## src/rtl/ara_pkg.sv

```systemverilog
// ---------------------------------------------------------------------------
// ara_pkg
// Shared types and helpers for the Ara invalidation buffer.
//   inval_entry_t : one buffer slot (valid flag + line-aligned address)
//   line_align()  : clears the byte-offset bits of an address for a given
//                   L1 line size in bytes (must be a power of two)
// InvalAddrWidth is the storage width of an entry; any AddrWidth used by the
// buffer must not exceed it.
// ---------------------------------------------------------------------------
package ara_pkg;

    localparam int unsigned InvalAddrWidth = 64;

    typedef struct packed {
        logic                      valid;
        logic [InvalAddrWidth-1:0] line_addr;
    } inval_entry_t;

    function automatic logic [InvalAddrWidth-1:0] line_align(
        input logic [InvalAddrWidth-1:0] addr,
        input int unsigned               line_bytes
    );
        logic [InvalAddrWidth-1:0] offset_mask;
        offset_mask = InvalAddrWidth'(line_bytes) - InvalAddrWidth'(1);
        return addr & ~offset_mask;
    endfunction

endpackage

```

## src/rtl/ara_inval_match.sv

```systemverilog
// ---------------------------------------------------------------------------
// ara_inval_match
// Combinational Depth-way comparator: reports whether an aligned address is
// already held in a valid entry other than the head.
//   i_entries  : buffer contents
//   i_head_idx : index of the current head (excluded from matching, since the
//                D-cache may be consuming it in the same cycle)
//   i_addr     : line-aligned candidate address
//   o_hit      : 1 when a non-head valid entry holds i_addr
// ---------------------------------------------------------------------------
module ara_inval_match
    import ara_pkg::*;
#(
    parameter int unsigned Depth = 4,
    localparam int unsigned PtrW = $clog2(Depth)
) (
    input  inval_entry_t              i_entries [Depth],
    input  logic [PtrW-1:0]           i_head_idx,
    input  logic [InvalAddrWidth-1:0] i_addr,
    output logic                      o_hit
);

    logic [Depth-1:0] w_match;

    generate
        for (genvar gi = 0; gi < Depth; gi++) begin : g_cmp
            assign w_match[gi] = i_entries[gi].valid
                              && (i_entries[gi].line_addr == i_addr)
                              && (i_head_idx != PtrW'(gi));
        end
    endgenerate

    assign o_hit = |w_match;

endmodule

```

## src/rtl/ara_inval_buffer.sv

```systemverilog
// ---------------------------------------------------------------------------
// ara_inval_buffer
// Circular FIFO of cache-line invalidations between the AXI invalidation
// filter and the CVA6 L1 D-cache. Addresses are line-aligned on entry and a
// request for a line already waiting (other than the head) is merged.
//   clk_i / rst_i  : clock, asynchronous active-high reset
//   en_i           : coherence enable; when low, inputs are accepted & dropped
//   in_*           : valid/ready input from the filter
//   out_*          : valid/ready output to the D-cache (registered)
//   count_o        : occupied entries
//   merge_cnt_o    : saturating count of merged requests
// ---------------------------------------------------------------------------
module ara_inval_buffer
    import ara_pkg::*;
#(
    parameter int unsigned AddrWidth   = 64,
    parameter int unsigned L1LineWidth = 16,
    parameter int unsigned Depth       = 4,
    parameter int unsigned CntWidth    = 16,
    localparam int unsigned PtrW       = $clog2(Depth),
    localparam int unsigned CountW     = PtrW + 1
) (
    input  logic                 clk_i,
    input  logic                 rst_i,
    input  logic                 en_i,
    input  logic [AddrWidth-1:0] in_addr_i,
    input  logic                 in_valid_i,
    output logic                 in_ready_o,
    output logic [AddrWidth-1:0] out_addr_o,
    output logic                 out_valid_o,
    input  logic                 out_ready_i,
    output logic [CountW-1:0]    count_o,
    output logic [CntWidth-1:0]  merge_cnt_o
);

    // Pointers carry one extra wrap bit so full and empty are distinguishable.
    logic [PtrW:0]          r_wr_ptr;
    logic [PtrW:0]          r_rd_ptr;
    inval_entry_t           r_entries [Depth];
    logic [AddrWidth-1:0]   r_out_addr;
    logic [CntWidth-1:0]    r_merge_cnt;

    logic [InvalAddrWidth-1:0] w_in_ext;
    logic [InvalAddrWidth-1:0] w_in_aligned;
    logic [PtrW-1:0]           w_wr_idx;
    logic [PtrW-1:0]           w_rd_idx;
    logic [PtrW-1:0]           w_rd_idx_next;
    logic [CountW-1:0]         w_count;
    logic                      w_full;
    logic                      w_empty;
    logic                      w_hit;
    logic                      w_in_hs;
    logic                      w_push;
    logic                      w_merge;
    logic                      w_pop;

    assign w_in_ext      = InvalAddrWidth'(in_addr_i);
    assign w_in_aligned  = line_align(w_in_ext, L1LineWidth);
    assign w_wr_idx      = r_wr_ptr[PtrW-1:0];
    assign w_rd_idx      = r_rd_ptr[PtrW-1:0];
    assign w_rd_idx_next = w_rd_idx + 1'b1;
    assign w_count       = r_wr_ptr - r_rd_ptr;
    assign w_full        = (w_count == CountW'(Depth));
    assign w_empty       = (w_count == '0);

    ara_inval_match #(
        .Depth (Depth)
    ) u_match (
        .i_entries  (r_entries),
        .i_head_idx (w_rd_idx),
        .i_addr     (w_in_aligned),
        .o_hit      (w_hit)
    );

    // A merge needs no free slot, so a hit is accepted even when full.
    assign in_ready_o = !en_i || !w_full || w_hit;
    assign w_in_hs    = in_valid_i && in_ready_o;
    assign w_push     = w_in_hs && en_i && !w_hit;
    assign w_merge    = w_in_hs && en_i && w_hit;
    assign w_pop      = !w_empty && out_ready_i;

    always_ff @(posedge clk_i or posedge rst_i) begin
        if (rst_i) begin
            r_wr_ptr    <= '0;
            r_rd_ptr    <= '0;
            r_out_addr  <= '0;
            r_merge_cnt <= '0;
            for (int i = 0; i < int'(Depth); i++) begin
                r_entries[i] <= '0;
            end
        end else begin
            if (w_push) begin
                r_wr_ptr <= r_wr_ptr + 1'b1;
            end
            if (w_pop) begin
                r_rd_ptr <= r_rd_ptr + 1'b1;
            end
            if (w_merge && (r_merge_cnt != '1)) begin
                r_merge_cnt <= r_merge_cnt + 1'b1;
            end

            // Write and pop never target the same slot: a write lands on the
            // head slot only when the FIFO is empty, and then nothing pops.
            for (int i = 0; i < int'(Depth); i++) begin
                if (w_push && (int'(w_wr_idx) == i)) begin
                    r_entries[i].valid     <= 1'b1;
                    r_entries[i].line_addr <= w_in_aligned;
                end else if (w_pop && (int'(w_rd_idx) == i)) begin
                    r_entries[i].valid <= 1'b0;
                end
            end

            // Head address register: loads whatever becomes the head next
            // cycle and otherwise holds, so it keeps its last value when empty.
            if (w_push && (w_empty || (w_pop && (w_count == CountW'(1))))) begin
                r_out_addr <= w_in_aligned[AddrWidth-1:0];
            end else if (w_pop && (w_count > CountW'(1))) begin
                r_out_addr <= r_entries[w_rd_idx_next].line_addr[AddrWidth-1:0];
            end
        end
    end

    assign out_valid_o = !w_empty;
    assign out_addr_o  = r_out_addr;
    assign count_o     = w_count;
    assign merge_cnt_o = r_merge_cnt;

endmodule

```

## config.mk

```make
export PLATFORM = sky130hd
export DESIGN_NAME = ara_inval_buffer
export DESIGN_NICKNAME = d
export VERILOG_FILES = /design/src/rtl/ara_pkg.sv /design/src/rtl/ara_inval_match.sv /design/src/rtl/ara_inval_buffer.sv
export SDC_FILE = /design/constraint.sdc
export NUM_CORES = 1
export LEC_CHECK = 0
export ABC_AREA = 1
export BUFFER_PORTS_ARGS = -buffer_cell sky130_fd_sc_hd__buf_4
export CAP_MARGIN = 40
export CORE_MARGIN = 4
export CORE_UTILIZATION = 30
export DETAILED_ROUTE_END_ITERATION = 10
export GPL_TIMING_DRIVEN = 0
export PLACE_DENSITY = 0.42
export SETUP_SLACK_MARGIN = 0.5
export SYNTH_ARGS = -nofsm -noshare
export SYNTH_HDL_FRONTEND = slang
export SYNTH_SLANG_ARGS = --single-unit
export TNS_END_PERCENT = 30
```

## constraint.sdc

```tcl
create_clock -name clk_i -period 16.2 [get_ports clk_i]
set_input_delay 0.81 -clock clk_i [delete_from_list [all_inputs] [get_ports clk_i]]
set_output_delay 0.81 -clock clk_i [all_outputs]
set_load 0.02 [all_outputs]
```

Yosys cells after proc, flatten, opt, wreduce, memory -nomap -nowiden
Index checks and enable logic that the tools add are counted.
Word-level totals
  bits in registers: 330
  input bits: 69
  output and inout port bits: 85
  word-level logic and storage cells: 91
Operators by class
  add/subtract/negate cells: 5
  order comparisons: 2
  equality and inequality tests: 16
  mux-type cells: 13
  bitwise logic cells: 1
  reductions and logical operators: 42
Operators with widths (count)
  2-to-1 mux 64 bit: 4
  == test 60 bit: 4
  binary-select mux 65 bit (select 2 bit): 1
  logical AND 1 bit: 25
  adder 16 x 1 -> 16 bit (second input constant): 1
  inequality test 16 bit (second input constant): 1
  nonzero test 2 bit: 6
  == test 2 bit (second input constant): 4
  2-to-1 mux 1 bit: 8
  adder 3 x 1 -> 3 bit (second input constant): 2
  == test 2 x 1 -> 1 bit (second input constant): 2
  logical NOT 1 bit: 4
  logical NOT 2 bit: 2
  inequality test 2 bit (second input constant): 2
  OR reduction 4 bit: 1
  == test 3 x 1 -> 1 bit (second input constant): 1
  == test 3 bit (second input constant): 1
  greater-or-equal comparator 3 bit (second input constant): 1
  > comparator 3 x 1 -> 1 bit (second input constant): 1
  logical NOT 3 bit: 1
  logical OR 1 bit: 3
  inverter 2 -> 3 bit: 1
  subtractor 3 bit: 1
  adder 2 x 1 -> 2 bit (second input constant): 1
  inequality test 2 x 1 -> 1 bit (second input constant): 1

Depth between registers and ports, before layout
Gate-level depths: netlist of run 1.
  depth after elaboration: 10
  depth in mapped cells: 22
  gate-level depth less buffers: 18

By module
From an unflattened synthesis of run 1, not the netlist that was laid out.
Second synthesis, totals
  cells, all modules: 2843
  area, all modules: 19097.1 um^2
Modules (own cells, without submodules)
  ara_inval_buffer: times used 1, cells an instance 1880, area each 15016.9 um^2
  ara_inval_match: times used 1, cells an instance 963, area each 4080.2 um^2

Least setup slack after synthesis of run 1
No wires, ideal clock.
  path type: register to output
  start: register r_rd_ptr[0]
  end: output in_ready_o
  data arrival time: 2.430 ns
  required time: 15.390 ns
  slack: 12.960 ns
  cell stages (with the launch flop): 18
  buffers on the path: 3
  path through: dfrtp_1 -> inv_1 -> clkbuf_1 -> clkbuf_1 -> buf_1 -> ha_1 -> nor2_1 -> nand2_1 -> nor2_1 -> nand2_1 -> nor2_1 -> nand2_1 -> nor2_1 -> nand2_1 -> nand2_2 -> inv_1 -> nand2_1 -> or2_2
Between the ends
  word-level cells in the longest chain between the ends: 5
  elaborated cells on any way between the ends: 14
  classes of those cells: add/sub: 1; eq/ne: 4; reduce/logical: 9
RTL lines
  start: declaration: line ara_inval_buffer.sv:38  | logic [PtrW:0] r_rd_ptr;
  start signal: assignment: line ara_inval_buffer.sv:96  | r_rd_ptr <= r_rd_ptr + 1'b1;
  subtractor 3 bit: line ara_inval_buffer.sv:62  | assign w_count = r_wr_ptr - r_rd_ptr;
  == test 3 bit: line ara_inval_buffer.sv:63  | assign w_full = (w_count == CountW'(Depth));
  logical NOT 1 bit: line ara_inval_buffer.sv:76  | assign in_ready_o = !en_i || !w_full || w_hit;
  logical OR 1 bit: line ara_inval_buffer.sv:76
  logical OR 1 bit (*): line ara_inval_buffer.sv:76
  end: declaration: line ara_inval_buffer.sv:28  | output logic in_ready_o,
Every way passes the cells marked *; elsewhere a longest branch is shown, timed or not.

Final worst setup path of run 1
Ends and elaborated chain as after synthesis.

==> flow_summary.yaml, run 1 <==
yosys:
  ys_warn_count: 0
  ys_seq_elements: 326
  yosys-top-cells-area: "dfrtp_1 39%, nand2_1 26%, o21ai_0 7.5%, nor2_1 5.9%, inv_1 5.2%"
  async_flop_share_pct: 100
  syn_area_mm2: 0.0212
  synth_top_cell_by_area: "dfrtp_1"
  synth_edf_count: 0
  syn_avg_cell_area_um2: 6.30
  synth_top_cells_by_count: "1440 x nand2_1, 332 x nor2_1, 326 x dfrtp_1"
  ys.flop_type: "dfrtp_1"
  synth.distinct_cells: 32
  syn_inst: 3361
  yosysMostFrequentCell: "nand2_1"
  ys_seq_area_share_pct: 38.5
  netlist.area_leader.share_pct: 38.5
clocking:
  cts_resized: 0
  cts_made_buffers: 45
  cts_tree: "yes"
  cts_setup_buffers: 0
  cts.sinks: 326
  hold_buffers: 0
  clk_path_buf_depth: 3
  clock_latency_ps: 600
  cts_max_level: 2
  root_buffer: "clkbuf_16"
  clk_pin_slew_worst_paths_ps: 60
routing:
  drc: 0
  ant_nets: 0
  wl_per_cell_um: 26.9
  first_pass_iters: 6
  vias_per_cell: 5.15
  vias: 23100
  wl_um: 121000
  drt_iter0_drc: 2460
sta:
  slew_viol_final: 0
  timing.slew.headroom_pct: 38.4
  fin_crit_sh_pct: 35.6
  rsz0062_at_grt: "false"
  fmax_ghz: 0.173
  tightest_slew_ps: 915
  fin_setup_tns_ps: 0
  final-setup-viol-count: 0
  period_minus_slack_ps: 5770
  finClkSkew_ps: 31.7
  finalHoldViolations: 0
power_and_ir_drop:
  sw_frac_of_total_pct: 53.0
  intPower_w: 0.00282
  pwr-share-clk_pct: 17.3
  p_leak_nw: 12.9
  vdd_drop_max_v: 0.0000910
  seqPwrFrac_pct: 24.9
  p_sw_w: 0.00317
  powerDensity_mw_per_mm2: 241
  comb_power_share_pct: 57.8
worst_setup_path:
  crit-reg2reg-launch: "r_rd_ptr[0]$_DFFE_PP0P_"
  crit_path_end_kind: "output port"
  critPathBufInv: 7
  crit_path_frequent_cell: "nand2_1"
  worst-setup-path-type: "reg -> out"
  rrSetupSlack_ps: 10480
  cp_cell_sequence: "buf_8 > inv_1 > clkbuf_1 > clkbuf_1 > buf_1 > ha_1 > nor2_1 > nand2_1 > nor2_1 > nand2_1 > nor2_1 > nand2_1 > nor2_1 > nand2_1 > nand2_2 > inv_1 > nand2_1 > or2_2 > buf_4"
  r2r_cells: 23
  crit_required_ps: 15390
  cp_top_family: "buffers and inverters"
  cp_max_fo: 10
  crit_slowest_cell: "clkbuf_1"
  slowest_delay_ps: 710
  r2r-end: "out_addr_o[53]$_DFFE_PP0P_"
  cp_data_arrival_time_ps: 4960
  cp-start-kind: "register"
global_route:
  antenna_found_initial: 6
  grtUsageTotal_pct: 31.7
  grt_pass1_wl_um: 169000
  overflow: 0
  grt_max_degree: 111
  grt_pass1_vias: 22300
floorplan:
  rows: 97
  dieWidth_um: 274
  start_util_pct: 30.2
  die_y_um: 274
  num_io_pins: 154
  core-area_mm2: 0.0700
  dieArea_mm2: 0.0749
layout:
  fin_area_mm2: 0.0248
  drive_above_1_share_pct: 10.3
  syn2layout_area_growth_pct: 17.3
  finalNetCount: 3601
placed_design:
  io_buffers: 93
  post_dp_cell_area_mm2: 0.0233
  hpwl_um: 95800
  gp_congestion: 1.04
status:
  status: "complete, no violations"
hold_path:
  min_path_type: "in -> async"
job:
  cap_violations: 0
-- metal layers --
| layer | wire length, um | track usage [%] | vias up |
|---|---|---|---|
| met5 | 27 | 0 | - |
| li1 | - | - | 10700 |
| met4 | 5890 | 13.2 | 4 |
| met3 | 8810 | 5.47 | 213 |
| met1 | 51200 | 42.4 | 11300 |
| met2 | 54900 | 50.8 | 903 |
-- cell usage in the layout (no fill, tap or decap), types with 4 or more instances in the layout --
cell	n
buf_4	166
nand3_1	135
nor2_1	332
o21ai_1	100
buf_1	15
xor2_1	11
conb_1	4
diode_2	5
buf_8	12
nand4_1	13
buf_2	30
xnor2_1	6
clkinv_2	7
clkbuf_1	52
a21oi_1	117
ha_1	10
inv_1	294
inv_2	54
buf_6	19
clkbuf_8	11
o21ai_0	319
nand2_1	1440
dfrtp_1	326
clkbuf_16	45
bufinv_16	4
-- metrics by stage --
step                      hold WS, ps  worst slack [ps]  util, %  power (W)  cells
after floorplan                   462              6360        -    0.00334   3364
after global placement            477              1020     32.9    0.00481   4397
after detailed placement          491             10630     33.3    0.00490   4414
after CTS                         242             10500     35.4    0.00596   4491
after global routing              279             10410     35.4    0.00636   4491
final                             237             10430     35.5    0.00599   4496
-- area by class of cell --
cell class | count | area, um2
fill | 7808 | 45200
multi-input combinational | 2509 | 10600
sequential | 326 | 8160
inverter | 351 | 1330
clock buffer | 65 | 1310
tap | 940 | 1180
buffer | 178 | 1110
timing repair buffer | 110 | 983
clock inverter | 12 | 164
antenna | 5 | 12.5
-- state kept, by name, indices dropped and copies added, names as in the netlist --
register and flops:
r_rd_ptr 3, r_wr_ptr 3, out_addr_o 60, merge_cnt_o 16, r_entries 244
-- worst max path at each step --
stage	start	endpoint	slack, ps	cells past startpoint
finish	r_rd_ptr[0]$_DFFE_PP0P_	in_ready_o	10430	19
global route	r_rd_ptr[0]$_DFFE_PP0P_	in_ready_o	10410	19
CTS	r_rd_ptr[0]$_DFFE_PP0P_	in_ready_o	10500	19
detailed placement	r_rd_ptr[0]$_DFFE_PP0P_	out_addr_o[53]$_DFFE_PP0P_	10630	23
global placement	rst_i	merge_cnt_o[13]$_DFFE_PP0P_	1020	2
floorplan	rst_i	merge_cnt_o[0]$_DFFE_PP0P_	6360	1
-- logic make-up (layout without fill, tap and decap cells) --
family          after synthesis  after routing  share of synthesized area (%)
other cells                   1              9                         0.0177
xor+xnor                     17             17                          0.703
simple gates               1939           1939                           35.8
flops                       326            326                           38.5
fa+ha+maj                    11             11                          0.686
compound gates              538            538                           12.7
buf+inv                     529            716                           11.5
-- power groups by stage --
stage	Clock [W]	Sequential (W)	Combinational [W]
6_report	0.00104	0.00149	0.00346
2_1_floorplan	0	0.00151	0.00183
3_3_place_gp	0	0.00149	0.00331
4_1_cts	0.00106	0.00148	0.00342
5_1_grt	0.00109	0.00153	0.00374
3_5_place_dp	0	0.00149	0.00341
Power figures use the tool's default switching activity.
==> run 2: changes to the inputs <==
--- a/config.mk
+++ b/config.mk
@@ -5,14 +5,14 @@
 export SDC_FILE = /design/constraint.sdc
 export NUM_CORES = 1
 export LEC_CHECK = 0
-export ABC_AREA = 1
+export ABC_AREA = 0
 export BUFFER_PORTS_ARGS = -buffer_cell sky130_fd_sc_hd__buf_4
 export CAP_MARGIN = 40
 export CORE_MARGIN = 4
 export CORE_UTILIZATION = 30
 export DETAILED_ROUTE_END_ITERATION = 10
 export GPL_TIMING_DRIVEN = 0
-export PLACE_DENSITY = 0.42
+export PLACE_DENSITY = 0.44
 export SETUP_SLACK_MARGIN = 0.5
 export SYNTH_ARGS = -nofsm -noshare
 export SYNTH_HDL_FRONTEND = slang
==> constraint.sdc (replaced) <==
create_clock -name clk_i -period 4.9 [get_ports clk_i]
set_input_delay 0.245 -clock clk_i [delete_from_list [all_inputs] [get_ports clk_i]]
set_output_delay 0.245 -clock clk_i [all_outputs]
set_load 0.02 [all_outputs]
==> run 2 against run 1 <==
  * Final area is 11% lower
  * Clock-buffer cell count is 1 lower
  * Critical endpoint unchanged
  * Sequential power increased to 3.6 times the previous value
  * Via count down 41%
  * Register-to-register slack got worse by 9700 ps
  * Highest routed layer unchanged
  * Synthesized area fell by 12%
  * Clock skew decreased by 12 ps
  * Die area shrank 12%
  * Critical path depth decreased by 4
==> flow_summary.yaml, run 2 <==
routing:
  wl_per_cell_um: 32.2
  first_pass_iters: 5
  ant_nets: 0
  vias: 13700
  wl_um: 83000
  drc: 0
  drt_iter0_drc: 971
  vias_per_cell: 5.30
worst_setup_path:
  cp-start-kind: "register"
  crit_path_end_kind: "output port"
  cp_data_arrival_time_ps: 3990
  cp-startpoint: "r_rd_ptr[0]$_DFFE_PP0P_"
  worst-setup-path-type: "reg -> out"
  crit_end: "in_ready_o"
  crit_required_ps: 4660
  r2r_cells: 11
  r2r-end: "out_addr_o[35]$_DFFE_PP0P_"
  crit-reg2reg-launch: "r_rd_ptr[0]$_DFFE_PP0P_"
  rrSetupSlack_ps: 830
  cp_max_fo: 10
clocking:
  cts_made_buffers: 41
  clk_pin_slew_worst_paths_ps: 60
  clk_path_buf_depth: 3
  root_buffer: "clkbuf_16"
  cts_setup_buffers: 0
  cts_tree: "yes"
  cts.sinks: 326
  cts_max_level: 2
  clock_latency_ps: 570
floorplan:
  start_util_pct: 30.3
  dieWidth_um: 257
  dieArea_mm2: 0.0662
  num_io_pins: 154
  rows: 91
  core-area_mm2: 0.0616
  die_y_um: 257
sta:
  timing.slew.headroom_pct: 33.7
  finClkSkew_ps: 20.1
  period_minus_slack_ps: 4240
  fin_crit_sh_pct: 86.5
  layout_setup_ws_ps: 661
  fmax_ghz: 0.236
  final-setup-viol-count: 0
  rsz0062_at_grt: "false"
  whs_ps: 59.9
  tightest_slew_ps: 988
  finalHoldViolations: 0
  slew_viol_final: 0
global_route:
  grt_pass1_wl_um: 115000
  grt_max_degree: 38
  overflow: 0
  antenna_found_initial: 2
  grt_pass1_vias: 14300
  grtUsageTotal_pct: 24.7
yosys:
  async_flop_share_pct: 100
  ys_warn_count: 0
  syn_area_mm2: 0.0187
  netlist.area_leader.share_pct: 43.7
  syn_inst: 1534
  synth.distinct_cells: 52
  syn_avg_cell_area_um2: 12.2
  synth_top_cells_by_count: "326 x dfrtp_1, 227 x mux2_1, 183 x xnor2_1"
  yosysMostFrequentCell: "dfrtp_1"
  synth_top_cell_by_area: "dfrtp_1"
  ys_seq_area_share_pct: 43.7
  ys_seq_elements: 326
  synth_edf_count: 0
  yosys-top-cells-area: "dfrtp_1 44%, mux2_1 14%, xnor2_1 8.6%, mux4_2 7.2%, nand4_1 3.7%"
  ys.flop_type: "dfrtp_1"
layout:
  final_cell_mix: "326 x dfrtp_1, 227 x mux2_1, 182 x xnor2_1, 112 x buf_4, 110 x nand4_1"
  drive_above_1_share_pct: 20.9
  layout_commonest_cell: "dfrtp_1"
  finalNetCount: 1793
  layoutNonFillerInstCount: 2578
  largest_reg_flops: 244
  syn2layout_area_growth_pct: 19.1
  fin_util_pct: 36.1
  fillers: 6095
  regMostFlops: "r_entries"
power_and_ir_drop:
  powerDensity_mw_per_mm2: 787
  p_leak_nw: 8.98
  vdd_drop_max_v: 0.000325
  p_total_w: 0.0175
placed_design:
  hpwl_um: 66800
  post-place-cells: 2503
  io_buffers: 102
  place_ws_ps: 96.5
  gp_congestion: 0.983
hold_path:
  min_path_type: "in -> reg"
  hold_path_depth: 2
status:
  status: "complete, no violations"
job:
  cap_violations: 0
run 2: changes by cell type after synthesis, moves of 97 or more:
| cell | change |
|---|---|
| xnor2_1 | +177 |
| nand3_1 | -100 |
| nand2_1 | -1416 |
| nand4_1 | +97 |
| o21ai_0 | -316 |
| nor2_1 | -313 |
| o21ai_1 | -100 |
| inv_1 | -261 |
| mux2_1 | +227 |
| a21oi_1 | -116 |
run 2: logic make-up (layout without fill, tap and decap cells):
family | after synthesis | in the layout | synth area share (%)
flip-flops | 326 | 326 | 43.7
adder cells (fa/ha/maj) | 11 | 11 | 0.778
XOR/XNOR | 203 | 203 | 9.53
buffers and inverters | 161 | 364 | 4.51
AND/OR/NAND/NOR | 402 | 402 | 12.9
AO/OA/AOI/OAI | 68 | 68 | 3.25
multiplexers | 362 | 362 | 25.3
other | 1 | 5 | 0.0201
run 2: worst min path at each step:
| stage | startpoint | end |
|---|---|---|
| after floorplan | r_entries[129]$_DFFE_PP0P_ | r_entries[129]$_DFFE_PP0P_ |
| after global placement | r_entries[259]$_DFFE_PP0P_ | r_entries[259]$_DFFE_PP0P_ |
| after detailed placement | rst_i | r_entries[147]$_DFFE_PP0P_ |
| after CTS | in_addr_i[24] | r_entries[89]$_DFFE_PP0P_ |
| after global routing | in_addr_i[6] | r_entries[136]$_DFFE_PP0P_ |
| final | in_addr_i[24] | r_entries[154]$_DFFE_PP0P_ |
run 2: through the flow:
step	area [um2]	setup TNS (ps)
after floorplan	18700	0
after global placement	20500	-712880
after detailed placement	20900	0
after CTS	22200	0
after global routing	22200	0
final	22200	0
run 2: report_power, final:
group / leakage (nW) / switching, W / internal [W]
logic: 4.39 / 0.00508 / 0.00409
registers: 3.96 / 0.00131 / 0.00403
clock network: 0.630 / 0.00120 / 0.00178
run 2: timing repair:
action | in CTS | in global routing
endpoints found under the setup margin | 290 | 1
hold buffers | 3 | 0
cloned | 0 | 0
gates resized for setup | 5 | 3
endpoints found under the hold margin | 20 | 0
run 2: cell type report:
cell class	count	area, um2	area share, %
antenna	1	2.50	0.0113
buffer	126	718	3.23
clock buffer	64	1200	5.41
clock inverter	6	80.1	0.360
inverter	35	135	0.608
multi-input combinational	1050	9690	43.6
sequential	326	8160	36.7
tap	837	1050	4.71
timing repair buffer	133	1190	5.36
run 2: worst max-delay path: stages (launching register included):
cell	delay [ps]
dfrtp_1	420
buf_6	210
clkbuf_2	240
buf_6	190
inv_1	100
ha_1	260
nor2b_4	240
nand3_1	120
nor4_1	280
nand3_1	160
o22a_1	300
o221ai_2	130
buf_6	240
buf_2	250
or2_2	150
buf_4	130
run 2: routing by layer:
layer | part of all wire, % | track usage (%) | vias up | wire length [um]
met5 | 0.013 | 0 | - | 11
li1 | - | - | 5980 | -
met4 | 3.9 | 8.62 | 2 | 3250
met2 | 47 | 39.7 | 345 | 38600
met1 | 45 | 33.6 | 7221 | 37200
met3 | 4.7 | 4.57 | 119 | 3870
==> run 3: changes to the inputs <==
--- a/config.mk
+++ b/config.mk
@@ -5,7 +5,7 @@
 export SDC_FILE = /design/constraint.sdc
 export NUM_CORES = 1
 export LEC_CHECK = 0
-export ABC_AREA = 0
+export ABC_AREA = 1
 export BUFFER_PORTS_ARGS = -buffer_cell sky130_fd_sc_hd__buf_4
 export CAP_MARGIN = 40
 export CORE_MARGIN = 4
==> run 3 against run 2 <==
  * Setup slack worse by 230 ps
  * Final area up 14%
  * Die area up 13%
  * Maximum frequency down 5.1%
  * Via count up 70%
  * Power up 11%
  * Critical endpoint is now out_addr_o[12]$_DFFE_PP0P_
  * Clock power up 9.8%
  * Flip-flop and latch count unchanged
==> flow_summary.yaml, run 3 (synthesis gave the netlist of run 1 again) <==
status:
  status: "complete, no violations"
power_and_ir_drop:
  pwr-share-clk_pct: 16.8
  seqPwrFrac_pct: 25.5
  p_leak_nw: 13.1
  powerDensity_mw_per_mm2: 763
  sw_frac_of_total_pct: 52.5
  p_sw_w: 0.0102
  vdd_drop_max_v: 0.000257
  intPower_w: 0.00922
  comb_power_share_pct: 57.7
sta:
  layout_setup_ws_ps: 431
  rsz0062_at_grt: "true"
  final-setup-viol-count: 0
  finClkSkew_ps: 14.6
  period_minus_slack_ps: 4470
  tightest_slew_ps: 962
  timing.slew.headroom_pct: 35.8
  whs_ps: 37.5
  fmax_ghz: 0.224
  fin_crit_sh_pct: 91.2
  slew_viol_final: 0
  finalHoldViolations: 0
floorplan:
  die_y_um: 274
  num_io_pins: 154
  start_util_pct: 30.2
  core-area_mm2: 0.0700
  dieWidth_um: 274
  rows: 97
  dieArea_mm2: 0.0749
placed_design:
  io_buffers: 93
  place_ws_ps: -537
  gp_congestion: 1.07
  hpwl_um: 90300
routing:
  vias_per_cell: 5.10
  drt_iter0_drc: 2651
  wl_um: 115000
  wl_per_cell_um: 25.2
  first_pass_iters: 6
  ant_nets: 0
  vias: 23200
  drc: 0
clocking:
  clock_latency_ps: 580
  root_buffer: "clkbuf_16"
  cts_tree: "yes"
  clk_pin_slew_worst_paths_ps: 60
  cts_max_level: 2
  cts_made_buffers: 43
  cts_setup_buffers: 0
  clk_path_buf_depth: 3
  cts.sinks: 326
worst_setup_path:
  slowest_delay_ps: 590
  crit_slowest_cell: "dfrtp_4"
  cp_data_arrival_time_ps: 4930
  cp_max_fo: 10
  crit_required_ps: 5360
  cp-startpoint: "r_rd_ptr[0]$_DFFE_PP0P_"
  cp-start-kind: "register"
  crit-reg2reg-launch: "r_rd_ptr[0]$_DFFE_PP0P_"
  crit_path_end_kind: "register"
  cp_cell_sequence: "inv_1 > clkbuf_2 > clkbuf_4 > buf_1 > buf_8 > ha_1 > clkbuf_1 > buf_8 > inv_1 > clkbuf_1 > clkbuf_1 > buf_8 > a21oi_1 > o21ai_0 > nand2_1 > nand2_1 > nand3_1"
  critPathBufInv: 11
  worst-setup-path-type: "reg -> reg"
  cp_top_family: "buffers and inverters"
global_route:
  grt_pass1_vias: 22000
  grt_pass1_wl_um: 161000
  overflow: 0
  grt_max_degree: 34
  grtUsageTotal_pct: 30.0
  antenna_found_initial: 6
hold_path:
  hold_start: "in_addr_i[63]"
  min_path_type: "in -> reg"
job:
  cap_violations: 0
layout:
  drive_above_1_share_pct: 10.4
  final_cell_mix: "1440 x nand2_1, 331 x nor2_1, 325 x dfrtp_1, 319 x o21ai_0, 294 x inv_1"
  largest_reg_flops: 244
  regMostFlops: "r_entries"
  syn2layout_area_growth_pct: 20.1
  finalNetCount: 3657
  fillers: 7882
  fin_util_pct: 36.3
  layout_commonest_cell: "nand2_1"
==> run 3: changes by cell type in the layout (fill, tap and decap cells not counted), sizes merged, moves of 50 or more <==
cell / change
a21oi: +116
buf: +63
dlygate4sd3: +50
inv: +316
mux2: -282
mux4: -60
nand2: +1420
nand2b: -93
nand3: +100
nand4: -97
nor2: +315
o21ai: +416
xnor2: -177
==> run 3: worst min-delay path: stages <==
cell	delay, ps
buf_4	180
nand2_1	90
nand2_1	50
==> run 3: area by class of cell <==
type / instances / area, um2 / share of cell area, %
multi-input combinational: 2509 / 10600 / 41.7
sequential: 326 / 8160 / 32.1
timing repair buffer: 168 / 1630 / 6.42
inverter: 351 / 1330 / 5.24
clock buffer: 64 / 1280 / 5.02
tap: 940 / 1180 / 4.63
buffer: 178 / 1120 / 4.40
clock inverter: 8 / 115 / 0.453
antenna: 5 / 12.5 / 0.0492
==> run 3: power by group through the flow <==
stage | clock (W) | sequential [W] | combinational, W
detailed placement | 0 | 0.00495 | 0.0109
global route | 0.00342 | 0.00511 | 0.0121
floorplan | 0 | 0.00499 | 0.00605
finish | 0.00326 | 0.00495 | 0.0112
CTS | 0.00332 | 0.00493 | 0.0110
global placement | 0 | 0.00497 | 0.0107
==> run 3: path summary, 6_finish.rpt <==
check	cells past startpoint	end	slack, ps
max in group asynchronous	9	r_rd_ptr[0]$_DFFE_PP0P_	3260
worst min register to register	1	r_wr_ptr[2]$_DFFE_PP0P_	490
worst min-delay path	3	r_entries[193]$_DFFE_PP0P_	40
worst max-delay path	17	out_addr_o[12]$_DFFE_PP0P_	430
min in group asynchronous	4	out_addr_o[13]$_DFFE_PP0P_	270
worst max register to register	17	out_addr_o[12]$_DFFE_PP0P_	430
==> run 3: stage by stage <==
stage	TNS [ps]	cells	instance area [um2]	power, W
final	0	4549	25400	0.0194
after global routing	0	4544	25400	0.0206
after CTS	0	4544	25400	0.0193
after detailed placement	-45940	4419	23500	0.0159
after global placement	-1047580	4397	23100	0.0157
after floorplan	0	3364	21200	0.0110
==> run 3: repair_timing <==
item	CTS	global route
hold endpoints to repair	281	0
cloned	0	0
hold buffers	53	0
gates resized for setup	9	8
endpoints found under the setup margin	316	157
==> run 3: layer usage <==
metal	global-route usage (%)	share of wire, %
met2	46.6	44
met1	40.7	43
met5	0	0.011
met4	14.2	5.5
met3	5.15	7.5
